File: config.mk
export PLATFORM = sky130hd
export DESIGN_NAME = bsg_tag_serial_tx
export DESIGN_NICKNAME = d
export VERILOG_FILES = /design/src/rtl/bsg_tag_tx_pkg.sv /design/src/rtl/bsg_tag_tx_shifter.sv /design/src/rtl/bsg_tag_serial_tx.sv
export SDC_FILE = /design/constraint.sdc
export NUM_CORES = 1
export LEC_CHECK = 0
export ABC_AREA = 1
export BUFFER_PORTS_ARGS = -buffer_cell sky130_fd_sc_hd__buf_2
export CORE_ASPECT_RATIO = 1.2
export CORE_UTILIZATION = 60
export CTS_BUF_LIST = sky130_fd_sc_hd__clkbuf_8
export DETAILED_ROUTE_END_ITERATION = 6
export PLACE_DENSITY = 0.82
export SYNTH_ARGS = -nofsm -noshare
export SYNTH_HDL_FRONTEND = slang
export SYNTH_SLANG_ARGS = --single-unit
File: constraint.sdc
create_clock -name clk_i -period 1.9 [get_ports clk_i]
set_clock_uncertainty 0.2 [all_clocks]
set_input_delay 0.095 -clock clk_i [delete_from_list [all_inputs] [get_ports clk_i]]
set_output_delay 0.095 -clock clk_i [all_outputs]
set_load 0.005 [all_outputs]
File: src/rtl/bsg_tag_tx_pkg.sv
// bsg_tag_tx_pkg
//   Shared definitions for the serial bsg_tag transmitter:
//   - bsg_tag_tx_state_e : FSM states, one per field of the serial frame
//   - DECLARE_BSG_TAG_TX_CMD_S(lg_els, lg_width) : macro that declares the
//     bsg_tag_tx_cmd_s command struct for a given node-ID / length width.
//     A package cannot take parameters, so the struct is stamped out by the
//     user module with its own parameter values.
//   - max4() : elaboration-time helper for sizing the shared down-counter
`ifndef BSG_TAG_TX_PKG_SV
`define BSG_TAG_TX_PKG_SV

`define DECLARE_BSG_TAG_TX_CMD_S(lg_els_mp, lg_width_mp) \
  typedef struct packed { \
    logic                          master_reset; \
    logic [lg_els_mp-1:0]          node_id; \
    logic                          data_not_reset; \
    logic [lg_width_mp-1:0]        len; \
    logic [(1<<lg_width_mp)-2:0]   payload; \
  } bsg_tag_tx_cmd_s

package bsg_tag_tx_pkg;

  typedef enum logic [2:0] {
    e_idle    = 3'd0,
    e_mrst    = 3'd1,
    e_start   = 3'd2,
    e_len     = 3'd3,
    e_dnr     = 3'd4,
    e_node    = 3'd5,
    e_payload = 3'd6,
    e_gap     = 3'd7
  } bsg_tag_tx_state_e;

  function automatic int max4(input int a, input int b, input int c, input int d);
    int m;
    m = a;
    if (b > m) m = b;
    if (c > m) m = c;
    if (d > m) m = d;
    return m;
  endfunction

endpackage

`endif

File: src/rtl/bsg_tag_tx_shifter.sv
// bsg_tag_tx_shifter
//   Field shift register plus the shared per-state down-counter.
//   Ports:
//     clk_i, reset_n_i : clock, synchronous active-low reset
//     load_i           : load load_data_i / load_count_i (wins over shift_i)
//     load_data_i      : new field, bit 0 is the next bit on the wire
//     load_count_i     : cycles the field lasts, minus one
//     shift_i          : advance one bit and decrement the counter
//     fill_i           : bit shifted in at the top on each advance
//     bit_o            : current serial bit (straight from a flop)
//     count_o          : remaining cycles after this one
//     last_o           : this is the final cycle of the current field
module bsg_tag_tx_shifter
  import bsg_tag_tx_pkg::*;
#(
  parameter int width_p       = 15,
  parameter int count_width_p = 7
) (
  input  logic                     clk_i,
  input  logic                     reset_n_i,
  input  logic                     load_i,
  input  logic [width_p-1:0]       load_data_i,
  input  logic [count_width_p-1:0] load_count_i,
  input  logic                     shift_i,
  input  logic                     fill_i,
  output logic                     bit_o,
  output logic [count_width_p-1:0] count_o,
  output logic                     last_o
);

  logic [width_p-1:0]       data_reg;
  logic [width_p-1:0]       data_shifted;
  logic [count_width_p-1:0] count_reg;

  genvar gi;
  for (gi = 0; gi < width_p; gi++) begin : g_shift
    if (gi == width_p-1) begin : g_top
      assign data_shifted[gi] = fill_i;
    end else begin : g_body
      assign data_shifted[gi] = data_reg[gi+1];
    end
  end

  always_ff @(posedge clk_i) begin
    if (!reset_n_i) begin
      data_reg  <= '0;
      count_reg <= '0;
    end else if (load_i) begin
      data_reg  <= load_data_i;
      count_reg <= load_count_i;
    end else if (shift_i) begin
      data_reg  <= data_shifted;
      count_reg <= count_reg - count_width_p'(1);
    end
  end

  assign bit_o   = data_reg[0];
  assign count_o = count_reg;
  assign last_o  = (count_reg == '0);

endmodule

File: src/rtl/bsg_tag_serial_tx.sv
// bsg_tag_serial_tx
//   Serialises one bsg_tag command per valid/ready handshake onto tag_data_o,
//   or emits the master-reset run of ones. Frame: start(1), len (LSB first),
//   data_not_reset, node_id (LSB first), len payload bits (LSB first),
//   followed by min_gap_p zeros.
//   Ports:
//     clk_i, reset_n_i : clock (also the external tag_clk), sync active-low reset
//     v_i / ready_and_o: command handshake; ready only while idle
//     master_reset_i   : send the master-reset sequence instead of a packet
//     node_id_i, data_not_reset_i, len_i, payload_i : packet fields
//     tag_data_o       : registered serial data
//     busy_o           : high whenever not idle
//     done_o           : one-cycle pulse on the last gap bit
module bsg_tag_serial_tx
  import bsg_tag_tx_pkg::*;
#(
  parameter int lg_els_p     = 6,
  parameter int lg_width_p   = 4,
  parameter int reset_ones_p = 64,
  parameter int min_gap_p    = 2
) (
  input  logic                         clk_i,
  input  logic                         reset_n_i,
  input  logic                         v_i,
  output logic                         ready_and_o,
  input  logic                         master_reset_i,
  input  logic [lg_els_p-1:0]          node_id_i,
  input  logic                         data_not_reset_i,
  input  logic [lg_width_p-1:0]        len_i,
  input  logic [(1<<lg_width_p)-2:0]   payload_i,
  output logic                         tag_data_o,
  output logic                         busy_o,
  output logic                         done_o
);

  localparam int payload_width_lp = (1 << lg_width_p) - 1;
  localparam int shift_width_lp   = max4(payload_width_lp, lg_els_p, lg_width_p, 2);
  localparam int count_max_lp     = max4(reset_ones_p, 1 << lg_width_p, lg_els_p, min_gap_p);
  localparam int count_width_lp   = $clog2(count_max_lp + 1);
  localparam logic gap_single_lp  = (min_gap_p == 1);

  `DECLARE_BSG_TAG_TX_CMD_S(lg_els_p, lg_width_p);

  bsg_tag_tx_cmd_s   cmd_reg;
  bsg_tag_tx_state_e state_reg;
  logic              ready_reg;
  logic              busy_reg;
  logic              done_reg;

  logic                      handshake;
  logic                      sh_load;
  logic                      sh_shift;
  logic                      sh_fill;
  logic [shift_width_lp-1:0] sh_load_data;
  logic [count_width_lp-1:0] sh_load_count;
  logic                      sh_bit;
  logic [count_width_lp-1:0] sh_count;
  logic                      sh_last;

  assign handshake = v_i & ready_reg;

  // Shifter control: every field is loaded on entry to its state, so the
  // load contents are chosen by the state being left.
  always_comb begin
    sh_load       = (state_reg == e_idle) ? handshake : sh_last;
    sh_shift      = (state_reg != e_idle) && !sh_last;
    // ones are shifted in only while a reset command is draining its run
    sh_fill       = (state_reg == e_mrst) && cmd_reg.master_reset;
    sh_load_data  = '0;
    sh_load_count = '0;
    unique case (state_reg)
      e_idle: begin
        if (master_reset_i) begin
          sh_load_data  = '1;
          sh_load_count = count_width_lp'(reset_ones_p - 1);
        end else begin
          sh_load_data  = shift_width_lp'(1);
          sh_load_count = '0;
        end
      end
      e_start: begin
        sh_load_data  = shift_width_lp'(cmd_reg.len);
        sh_load_count = count_width_lp'(lg_width_p - 1);
      end
      e_len: begin
        sh_load_data  = shift_width_lp'(cmd_reg.data_not_reset);
        sh_load_count = '0;
      end
      e_dnr: begin
        sh_load_data  = shift_width_lp'(cmd_reg.node_id);
        sh_load_count = count_width_lp'(lg_els_p - 1);
      end
      e_node: begin
        if (cmd_reg.len != '0) begin
          sh_load_data  = shift_width_lp'(cmd_reg.payload);
          sh_load_count = count_width_lp'(cmd_reg.len) - count_width_lp'(1);
        end else begin
          sh_load_data  = '0;
          sh_load_count = count_width_lp'(min_gap_p - 1);
        end
      end
      e_mrst, e_payload: begin
        sh_load_data  = '0;
        sh_load_count = count_width_lp'(min_gap_p - 1);
      end
      e_gap: begin
        sh_load_data  = '0;
        sh_load_count = '0;
      end
      default: begin
        sh_load_data  = '0;
        sh_load_count = '0;
      end
    endcase
  end

  always_ff @(posedge clk_i) begin
    if (!reset_n_i) begin
      state_reg <= e_idle;
      cmd_reg   <= '0;
      ready_reg <= 1'b1;
      busy_reg  <= 1'b0;
      done_reg  <= 1'b0;
    end else begin
      done_reg <= 1'b0;
      unique case (state_reg)
        e_idle: begin
          if (handshake) begin
            cmd_reg.master_reset   <= master_reset_i;
            cmd_reg.node_id        <= node_id_i;
            cmd_reg.data_not_reset <= data_not_reset_i;
            cmd_reg.len            <= len_i;
            cmd_reg.payload        <= payload_i;
            state_reg              <= master_reset_i ? e_mrst : e_start;
            ready_reg              <= 1'b0;
            busy_reg               <= 1'b1;
          end
        end
        e_mrst: begin
          if (sh_last) begin
            state_reg <= e_gap;
            done_reg  <= gap_single_lp;
          end
        end
        e_start:   if (sh_last) state_reg <= e_len;
        e_len:     if (sh_last) state_reg <= e_dnr;
        e_dnr:     if (sh_last) state_reg <= e_node;
        e_node: begin
          if (sh_last) begin
            if (cmd_reg.len == '0) begin
              state_reg <= e_gap;
              done_reg  <= gap_single_lp;
            end else begin
              state_reg <= e_payload;
            end
          end
        end
        e_payload: begin
          if (sh_last) begin
            state_reg <= e_gap;
            done_reg  <= gap_single_lp;
          end
        end
        e_gap: begin
          if (sh_last) begin
            state_reg <= e_idle;
            ready_reg <= 1'b1;
            busy_reg  <= 1'b0;
          end else begin
            // the cycle after this one is the last gap bit
            done_reg <= (sh_count == count_width_lp'(1));
          end
        end
        default: state_reg <= e_idle;
      endcase
    end
  end

  bsg_tag_tx_shifter #(
    .width_p       (shift_width_lp),
    .count_width_p (count_width_lp)
  ) shifter (
    .clk_i        (clk_i),
    .reset_n_i    (reset_n_i),
    .load_i       (sh_load),
    .load_data_i  (sh_load_data),
    .load_count_i (sh_load_count),
    .shift_i      (sh_shift),
    .fill_i       (sh_fill),
    .bit_o        (sh_bit),
    .count_o      (sh_count),
    .last_o       (sh_last)
  );

  assign tag_data_o  = sh_bit;
  assign ready_and_o = ready_reg;
  assign busy_o      = busy_reg;
  assign done_o      = done_reg;

endmodule
# Word level (Yosys, flattened, before mapping)
# Cells that the tools add are included.
# op_classes
add_sub_neg	2
n_eq_ne	15
mux	27
bitwise_logic	3
reduce_logical	17
# ops
op	count
$pmux W15 S6	1
$mux W15	4
$pmux W7 S6	1
$mux W3	7
$mux W7	3
$pmux W3 S7	1
$eq A3 B3 Y1 const B	4
$ne A2 B2 Y1 const B	6
$eq A7 B1 Y1 const B	1
$logic_not A7 Y1	1
$reduce_and A7 Y1	1
$sub A7 B1 Y7 const B	1
$eq A3 B2 Y1 const B	2
$mux W1	6
$mux W6	1
$reduce_or A3 Y1	2
$sub A4 B1 Y5 const B	1
$logic_not A4 Y1	1
$pmux W1 S2	2
$reduce_bool A2 Y1	2
$reduce_bool A4 Y1	1
$reduce_or A2 Y1	2
$eq A3 B1 Y1 const B	1
$logic_not A3 Y1	1
9 further kinds	11
# word_totals
reg_bits	55
inputBits	30
output_inout_bits	4
wordCells	75

# Depth between registers and ports, before layout
# logic_depth
word_depth	5
ltp_mapped	11
depth_no_buf	10

# By module
# From an unflattened synthesis, not the netlist that was laid out.
# unflattened
hier_cells	398
area_unflattened_um2	2750.1
# by_module_without_submodules
module	n_inst	cells_per_inst	area_each_um2	seq_area_each_um2
bsg_tag_serial_tx	1	232	1612.8	660.6
bsg_tag_tx_shifter	1	166	1137.3	440.4

# Least setup slack after synthesis
# No wires, ideal clock.
# synth_timing
path_type	reg2reg
start	register shifter.count_reg[0] (netlist: shifter.count_o[0])
end	register shifter.data_reg[6]
setup_ns	0.110
t_arrival_ns	1.260
t_required_ns	1.590
slack_ns	0.330
path_stages_with_launch	12
n_path_buf	1
synth_period_minus_slack_ns	1.570
cell_sequence	dfxtp_1 inv_1 ha_1 nand2_1 nor2_4 nor2_8 inv_2 buf_6 nand3_1 nand3_1 nand3_1 inv_1
# synth_between
elab_chain_cells	4
word_cells_on_any_way	6
classes_between	mux: 2; reduce/logical: 4
# synth_lines
item	line_no	rtl
start: declaration	bsg_tag_tx_shifter.sv:33	logic [count_width_p-1:0] count_reg;
start signal: assignment	bsg_tag_tx_shifter.sv:50	count_reg <= load_count_i;
start signal: assignment	bsg_tag_tx_shifter.sv:53	count_reg <= count_reg - count_width_p'(1);
$logic_not A7 Y1 *	bsg_tag_tx_shifter.sv:59	assign last_o = (count_reg == '0);
$logic_not A1 Y1	bsg_tag_serial_tx.sv:66	sh_shift = (state_reg != e_idle) && !sh_last;
$logic_and A1 B1 Y1	bsg_tag_serial_tx.sv:66	
$reduce_bool A2 Y1 (no line)	n/a	
end signal: assignment	bsg_tag_tx_shifter.sv:49	data_reg <= load_data_i;
end signal: assignment	bsg_tag_tx_shifter.sv:52	data_reg <= data_shifted;
end: declaration	bsg_tag_tx_shifter.sv:31	logic [width_p-1:0] data_reg;
# Mark *: on every way between the ends. The rest lies on a longest branch, timed or not.
# A chain may end at the register's enable or synchronous reset.

# Worst setup path after layout
# layout_timing
start	register shifter.count_reg[0] (netlist: shifter.count_o[0])
end	register state_reg[0]
# layout_between
elab_chain_cells	3
word_cells_on_any_way	8
classes_between	eq/ne: 6; reduce/logical: 2
# layout_lines
item	line_no	rtl
$logic_not A7 Y1 *	bsg_tag_tx_shifter.sv:59	
$ne A2 B2 Y1 (no line) or $ne A2 B1 Y1 (tied branches)	n/a	
$reduce_and A7 Y1 (no line) *	n/a	
end signal: assignment	bsg_tag_serial_tx.sv:119	state_reg <= e_idle;
end signal: assignment	bsg_tag_serial_tx.sv:134	state_reg <= master_reset_i ? e_mrst : e_start;
end signal: assignment	bsg_tag_serial_tx.sv:141	state_reg <= e_gap;
end: declaration	bsg_tag_serial_tx.sv:45	bsg_tag_tx_state_e state_reg;
# Marks and branches as above.

==> metrics.md <==
| Metric | Value |
|---|---|
| Status | finished clean |
| Post-synth EDFFs | 0 |
| Worst EP required | 1890 ps |
| Grt peak-use layer | met2 |
| Ports | 34 |
| DRT antenna net count | 0 |
| GPL Wtd Cong | 1.01 |
| Register area share after synthesis | 39.9% |
| WL/cell | 13.4 um |
| Clk_lat worst skew | 300 ps |
| Crit path top cell by count | nor2_4 |
| # port buffers | 33 |
| Initial DRC count | 166 |
| Crit end category | register |
| Total power | 5.38 mW |
| WP data arrival | 1800 ps |
| CTS Buf Count | 5 |
| Die Area | 4870 um2 |
| Peak VDD IR | 0.755 mV |
| Fin util | 79.3% |
| Worst path cell trace | inv_1 > ha_1 > nand2_1 > nor2_4 > nor2_8 > nor2_4 > buf_4 > o21ai_0 > a21oi_1 |
| First-pass GRT wire length | 11600 um |
| DRT Pass-1 Iters | 5 |
| Core footprint | 4330 um2 |
| Pins over their slew limit | 0 |
| Crit path max-delay family | simple AND/OR/NAND/NOR gates |
| GR Util met3 | 4.04% |
| Worst Path Buf+Inv | 2 |
| Top cell type's share of synthesized area | 39.9% |
| Slowest-stage cell, CP | dfxtp_1 |
| Flop pwr share | 33.8% |
| Largest net degree at the start of global routing | 23 |
| Vias in the first global route | 2625 |
| Critical path class | reg -> reg |
| P per Cell Area | 1570 nW/um2 |
| Crit Path Max Fanout | 6 |
| Gr usage total | 30.1% |
| Internal Power | 3.01 mW |
| Die width | 63.9 um |
| Net Sw Frac | 44.1% |
| Rel. slew slack | 72.3% |
| Synth Area per Inst | 7.05 um2 |
| Post-Synthesis Cells | 391 |
| CTS tree | done |
| Post-synth top cells | 76 x nor2_1, 70 x nand2_1, 55 x dfxtp_1, 41 x nand3_1, 41 x o21ai_0 |
| Synth Register Bits | 55 |
| Top-count cell post-synth | nor2_1 |
| Vias post-DR | 2729 |
| # DRC | 0 |
| Pre-CTS WS | 61.6 ps |
| Max-cap violation count | 0 |
| Final #Nets | 489 |
| Top_reg_cell synth | dfxtp_1 |
| Longest Clk Path Bufs | 2 |
| Floorplan row count | 26 |
| Post-layout minimum cycle time | 1810 ps |
| Avg Vias per Cell | 5.32 |
| Switching Power | 2.37 mW |
| Root Driver | clkbuf_8 |
| CP startpoint kind | register |
| Layout area overhead | 24.4% |
| Synth unique cells | 34 |
| Fin worst setup slack | 92.4 ps |
| Grt met2 use | 57.8% |
| Post-synth ARST share | 0% |
| Chip height | 76.3 um |
| Comb pwr share | 51.3% |
| Final worst path period share | 95.1% |
| Gr ovfl total | 0 |
| Number of flip-flops in the largest register | 27 |
| Leakage | 1.57 nW |
| Hold_ws | 130 ps |
| Drt total wl | 6880 um |
| Setup Total Neg Slack | 0 ps |
| DP Wirelength | 4690 um |
| Synth area leaders | dfxtp_1 40%, nor2_1 10%, nand2_1 9.5% |
| Final setup vio count | 0 |
| Final Hold Fails | 0 |
| Biggest area consumer among synthesized cells | dfxtp_1 |
| TritonCTS Sinks | 55 |
| H-tree depth | 2 |
| Fmax | 553 MHz |
| Initial Util | 63.7% |
| Share of layout cells above drive strength 1 | 17.5% |
| Least-Margin Pin Slew | 413 ps |
| Clock transition at path regs | 100 ps |
| Mapped Area | 2760 um2 |
| Diode count | 0 |
| Syn_nets | 424 |
| Clock power frac | 14.9% |
| Initial antenna violation count | 0 |
| Filler cells | 314 |
| CP max stage delay | 380 ps |
| Ys Warns | 0 |
| Unrepaired setup endpoints after global routing | false |
| Met1 track utilization from global routing | 33.2% |
| Worst hold path type | in -> reg |
[kinds of logic (layout without fill, tap and decap cells)]
kind of cell | Yosys count | in the layout | synth area share, %
compound gates | 68 | 68 | 13.3
flops | 55 | 55 | 39.9
simple gates | 212 | 212 | 35.4
fa+ha+maj | 3 | 3 | 1.36
xor+xnor | 6 | 6 | 1.91
buf+inv | 47 | 113 | 8.03
[placed cells by master, fill, tap and decap left out, drive strengths merged]
cell type	count
a211oi	2
a21oi	21
buf	48
bufinv	1
clkbuf	6
clkinv	2
dfxtp	55
dlygate4sd3	28
ha	3
inv	28
nand2	75
nand3	42
nand3b	1
nor2	84
nor3	3
o211ai	2
o21ai	41
o22ai	2
or2	7
xnor2	3
xor2	3
[tightest hold or removal path: stages]
cell	delay [ps]
buf_2	100
nand2_1	140
nor2_4	90
o21ai_0	140
nor2_1	40
[metal layers]
metal	part of all wire, %	up-vias
li1	-	1382
met1	41	1230
met2	53	98
met3	4.2	19
met4	1.9	0
met5	0	-
[through the flow]
stage                     cell area (um2)  cells
final                                3430    513
after global routing                 3430    513
after CTS                            3400    512
after detailed placement             3000    476
after global placement               3000    476
after floorplan                      2760    391
[worst paths after layout]
| check | start | to | slack, ps | depth (start not counted) |
|---|---|---|---|---|
| worst min-delay path | v_i | cmd_reg[9]$_SDFFE_PN0P_ | 130 | 5 |
| worst min register to register | busy_o$_SDFFE_PN0P_ | busy_o$_SDFFE_PN0P_ | 270 | 2 |
| worst max-delay path | shifter.count_o[0]$_SDFFE_PN0P_ | state_reg[0]$_SDFFE_PN0P_ | 90 | 9 |
| worst max register to register | shifter.count_o[0]$_SDFFE_PN0P_ | state_reg[0]$_SDFFE_PN0P_ | 90 | 9 |
[power groups by stage]
stage               logic, mW  registers (mW)  clock network (mW)
floorplan                2.04            1.76                   0
global placement         2.54            1.82                   0
detailed placement       2.60            1.83                   0
CTS                      2.68            1.81               0.805
global route             3.09            1.86               0.849
finish                   2.76            1.82               0.802
[cell type report]
class | count | area, um2 | area share (%)
Clock buffer | 6 | 82.6 | 2.41
Multi-Input combinational cell | 289 | 1450 | 42.1
Tap cell | 56 | 70.1 | 2.04
Sequential cell | 55 | 1100 | 32.1
Timing Repair Buffer | 76 | 583 | 17.0
Inverter | 29 | 114 | 3.32
Clock inverter | 2 | 35.0 | 1.02
[timing repair]
item                                   4_1_cts  5_1_grt
hold buffers                                28        0
setup endpoints to repair                    0       11
resized for setup                            0        4
buffers inserted                             0        1
endpoints found under the hold margin       33        0
Note: power is estimated with default switching activity, not from simulation.
